`src/rtl/cerere_pkg.sv`:
```
// Shared definitions for the cerere/grant requester agent: FSM encodings and
// default sizing constants, also used by arbiter-level benches.
package cerere_pkg;

  typedef enum logic [1:0] {
    ST_IDLE    = 2'd0,
    ST_REQ     = 2'd1,
    ST_BURST   = 2'd2,
    ST_RELEASE = 2'd3
  } state_e;

  localparam int DEF_LEN_W   = 4;
  localparam int DEF_TIMEOUT = 16;
  localparam int DEF_CNT_W   = 8;

endpackage

```
`src/rtl/cerere_wait_timer.sv`:
```
// Counts REQ cycles spent without a grant; expire flags the last cycle
// before the job must be abandoned (never asserted when TIMEOUT is 0).
module cerere_wait_timer #(
  parameter int CNT_W   = 8,
  parameter int TIMEOUT = 16
) (
  input  logic clk,
  input  logic reset,
  input  logic clr,
  input  logic en,
  output logic expire
);

  localparam logic [CNT_W-1:0] LIMIT = CNT_W'(TIMEOUT - 1);

  logic [CNT_W-1:0] cnt_q;
  logic [CNT_W-1:0] cnt_d;

  always_comb begin
    cnt_d = cnt_q;
    if (clr) begin
      cnt_d = '0;
    end else if (en) begin
      cnt_d = cnt_q + CNT_W'(1);
    end
  end

  always_ff @(posedge clk) begin
    if (reset) begin
      cnt_q <= '0;
    end else begin
      cnt_q <= cnt_d;
    end
  end

  assign expire = (TIMEOUT != 0) && (cnt_q == LIMIT);

endmodule

```
`src/rtl/cerere_client.sv`:
```
// Requester agent for one port of the 2-port round-robin arbiter: requests,
// streams a burst of len beats while granted, then releases for one cycle.
module cerere_client
  import cerere_pkg::*;
#(
  parameter int LEN_W   = DEF_LEN_W,
  parameter int TIMEOUT = DEF_TIMEOUT,
  parameter int CNT_W   = DEF_CNT_W
) (
  input  logic             clk,
  input  logic             reset,
  input  logic             start,
  input  logic [LEN_W-1:0] len,
  output logic             cerere,
  input  logic             grant,
  output logic             data_valid,
  output logic [LEN_W-1:0] beat_cnt,
  output logic             busy,
  output logic             done,
  output logic             timeout,
  output state_e           dbg_state
);

  // Handshake: a beat transfers in every cycle where state is BURST and
  // grant is high; data_valid marks exactly those cycles and nothing else.

  state_e           state_q, state_d;
  logic [LEN_W-1:0] len_q, len_d;
  logic [LEN_W-1:0] beat_cnt_q, beat_cnt_d;
  logic             cerere_q, cerere_d;
  logic             done_q, done_d;
  logic             timeout_q, timeout_d;
  logic             wait_clr, wait_en, wait_expire;

  cerere_wait_timer #(
    .CNT_W  (CNT_W),
    .TIMEOUT(TIMEOUT)
  ) u_wait_timer (
    .clk   (clk),
    .reset (reset),
    .clr   (wait_clr),
    .en    (wait_en),
    .expire(wait_expire)
  );

  always_comb begin
    state_d    = state_q;
    len_d      = len_q;
    beat_cnt_d = beat_cnt_q;
    done_d     = 1'b0;
    timeout_d  = 1'b0;
    wait_clr   = 1'b0;
    wait_en    = 1'b0;
    case (state_q)
      ST_IDLE: begin
        if (start) begin
          if (len != '0) begin
            state_d    = ST_REQ;
            len_d      = len;
            beat_cnt_d = '0;
            wait_clr   = 1'b1;
          end else begin
            done_d = 1'b1;
          end
        end
      end
      ST_REQ: begin
        // A grant in the limit cycle takes priority over the abort.
        if (grant) begin
          state_d  = ST_BURST;
          wait_clr = 1'b1;
        end else if (wait_expire) begin
          state_d    = ST_IDLE;
          timeout_d  = 1'b1;
          beat_cnt_d = '0;
          wait_clr   = 1'b1;
        end else begin
          wait_en = 1'b1;
        end
      end
      ST_BURST: begin
        if (grant) begin
          beat_cnt_d = beat_cnt_q + LEN_W'(1);
          if (beat_cnt_q == len_q - LEN_W'(1)) begin
            state_d = ST_RELEASE;
            done_d  = 1'b1;
          end
        end else begin
          state_d  = ST_REQ;
          wait_clr = 1'b1;
        end
      end
      ST_RELEASE: begin
        state_d = ST_IDLE;
      end
      default: begin
        state_d = ST_IDLE;
      end
    endcase
    cerere_d = (state_d == ST_REQ) || (state_d == ST_BURST);
  end

  always_ff @(posedge clk) begin
    if (reset) begin
      state_q    <= ST_IDLE;
      len_q      <= '0;
      beat_cnt_q <= '0;
      cerere_q   <= 1'b0;
      done_q     <= 1'b0;
      timeout_q  <= 1'b0;
    end else begin
      state_q    <= state_d;
      len_q      <= len_d;
      beat_cnt_q <= beat_cnt_d;
      cerere_q   <= cerere_d;
      done_q     <= done_d;
      timeout_q  <= timeout_d;
    end
  end

  assign cerere     = cerere_q;
  assign beat_cnt   = beat_cnt_q;
  assign done       = done_q;
  assign timeout    = timeout_q;
  assign busy       = (state_q != ST_IDLE);
  assign data_valid = (state_q == ST_BURST) && grant;
  assign dbg_state  = state_q;

endmodule

```
`config.mk`:
```
export PLATFORM = sky130hd
export DESIGN_NAME = cerere_client
export DESIGN_NICKNAME = d
export VERILOG_FILES = /design/src/rtl/cerere_pkg.sv /design/src/rtl/cerere_wait_timer.sv /design/src/rtl/cerere_client.sv
export SDC_FILE = /design/constraint.sdc
export NUM_CORES = 1
export LEC_CHECK = 0
export CORE_MARGIN = 2
export CORE_UTILIZATION = 30
export CTS_BUF_LIST = sky130_fd_sc_hd__clkbuf_8
export DETAILED_ROUTE_END_ITERATION = 12
export SETUP_SLACK_MARGIN = 0.3
export SLEW_MARGIN = 25
export SYNTH_ARGS = -nofsm -noshare
export SYNTH_HDL_FRONTEND = slang
export SYNTH_SLANG_ARGS = --single-unit
```
`constraint.sdc`:
```
create_clock -name clk -period 4.4 [get_ports clk]
set_input_delay 0.44 -clock clk [delete_from_list [all_inputs] [get_ports clk]]
set_output_delay 0.44 -clock clk [all_outputs]
set_load 0.005 [all_outputs]
```
==> reports/metrics.csv <==
metric;value;unit
run_status;complete, no violations;
routed-wl-met2;1207;µm
period_minus_slack;2.258;ns
yosys_warnings;0;
finalNetCount;154;
gp_congestion;0.8502;
final_cell_mix;21 x dfxtp_1, 18 x clkdlybuf4s50_1, 10 x nor2_1, 10 x a21oi_1, 10 x xnor2_1;
dp_hpwl;1869;µm
crit_arrival;1.82;ns
finalCritPeriodShare;51.33;%
synth.top_cell.area_share;36.32;%
fp.coreArea;0.003689;mm²
start_util;31.38;%
finClkSkew;0.002492;ns
dpl-instance-area;0.001356;mm²
crit_type;input pin to primary output;
p_leak;0.4467;nW
avgRoutedWirePerCell;13.26;µm
portBuffers;18;
synth.area.top_cells;dfxtp_1 36%, xnor2_1 7.6%, a211oi_1 4.5%, a21oi_1 4.3%, ha_1 3.2%;
antenna_cells;0;
grt_max_degree;23;
drt_iter0_drc;17;
synth-seq-cells;21;
layout_commonest_cell;dfxtp_1;
synth_cells;126;
wirelength;2520;µm
cp_max_fo;7;
drv_slew;0;
syn2layout_area_growth;21.19;%
avgSynthCellArea;9.185;µm²
cpPeakStageDelay;0.59;ns
cellPowerDensity;279.4;mW/mm²
fill_cells;393;
synth-edff-count;0;
whs;0.5427;ns
crit_top_cell;clkdlybuf4s50_1;
grt-ovfl-total;0;
worst_slew_pin_slew;0.8218;ns
drive_gt1_share;7.746;%
vias_per_cell;5.184;
synth_async_sr_flop_share;0;%
max_slew_margin;45.04;%
maxCapViolCount;0;
drc;0;
pin_count;19;
ys.flop_type;dfxtp_1;
ys_types;41;
die_area;0.004371;mm²
yosysTopAreaCell;dfxtp_1;
wl_met1;1201;µm
path_cells;clkdlybuf4s50_1 > nand3b_1 > inv_1 > clkdlybuf4s50_1;
grt_first_pass_wirelength;4298;µm
holdBufCountCts;0;
hold_viol;0;
cts_buffer_depth;2;
ant_nets;0;
syn_area;0.001157;mm²
track_usage;12.56;%
cts_tree;done;
final_cell_area;0.001403;mm²
firstDrtPassIters;4;
grt_pass1_vias;947;
die_h;66.11;µm
synth_seq_area_share;36.32;%
wl_met3;76;µm
post-route-util;38.03;%
root_buffer;clkbuf_8;
critPathSlowestCell;clkdlybuf4s50_1;
clkTransAtPathRegs;0.08;ns
top_layer;met4;
end_kind;primary output;
cts_buffers;3;
fin_tns_setup;0;ns
dr_total_vias;985;
placementRows;22;
setup_violations;0;
die_x;66.11;µm
antenna_found_initial;0;
cts_resized;0;
clock_latency;0.26;ns
vdd_drop_max;0.1233;mV
fmax;442.8;MHz
htreeDepth;1;
required;3.96;ns
hold_class;flip-flop to flip-flop;
post_cts_buffers;0;
syn_nets;137;
rsz0062_at_grt;false;
setup.worst_path.start_class;input pin;
cts_sinks;21;
flip-flops by register name, indices dropped and copies added (netlist names):
signal,cells
u_wait_timer.cnt_q,8
timeout,1
beat_cnt,4
cerere,1
dbg_state,2
len_q,4
done,1
synth_stat cells, types with 2 or more instances:
cell type	count
clkbuf_1	3
mux2i_1	3
nand2b_1	2
a211oi_1	7
xor2_1	2
xnor2_1	10
a21oi_1	10
buf_6	2
nand3_1	6
nand2_1	4
nor2b_1	2
dfxtp_1	21
nor3_1	7
nor2_1	10
o21ai_0	2
nand3b_1	2
a31oi_1	3
ha_1	3
inv_1	5
path summary, 6_finish.rpt:
kind / from / end / slack, ns / depth (start not counted)
min: len_q[3] / len_q[3] / 0.54 / 2
max: grant / data_valid / 2.14 / 4
min reg2reg: len_q[3] / len_q[3] / 0.54 / 2
max reg2reg: u_wait_timer.cnt_q[0] / u_wait_timer.cnt_q[2] / 2.46 / 5
power breakdown:
group          switching [mW]  internal, mW  total (mW)
registers             0.00659         0.196       0.202
clock network          0.0650        0.0632       0.128
logic                  0.0322        0.0292      0.0614
total                   0.104         0.288       0.392
metal layers:
metal | GRT usage, % | vias to the layer above
met5 | 0 | -
met4 | 5.867 | 0
met3 | 2.385 | 4
met2 | 19.63 | 17
met1 | 16.58 | 471
li1 | - | 493
logic make-up (layout without fill, tap and decap cells):
logic type | Yosys count | count (layout) | synth area share, %
compound gates | 35 | 35 | 22.92
xor+xnor | 12 | 12 | 9.081
fa+ha+maj | 3 | 3 | 3.244
buf+inv | 11 | 27 | 5.189
flops | 21 | 21 | 36.32
mux | 3 | 3 | 2.595
simple gates | 41 | 41 | 20.65
cell type report:
type                    count  area, µm²  share of cell area (%)
clock buffers               3      41.29                   2.944
inverters                   5      18.77                   1.338
flip-flops and latches     21      420.4                   29.97
repair buffers             18      180.2                   12.85
multi-input cells          94      676.9                   48.26
clock inverters             1      5.005                  0.3568
well taps                  48      60.06                   4.282
critical path: cells and delay by family:
kind,cells,cell delay [ns]
buffers and inverters,3,1.20
and+or+nand+nor,1,0.18
metrics by stage:
stage | power (mW) | cells | setup WS, ns
floorplan | 0.2455 | 126 | 2.682
global placement | 0.2679 | 186 | 2.095
detailed placement | 0.2682 | 186 | 2.096
CTS | 0.3967 | 190 | 2.129
global route | 0.4101 | 190 | 2.079
finish | 0.3919 | 190 | 2.142
Power figures use the tool's default switching activity.
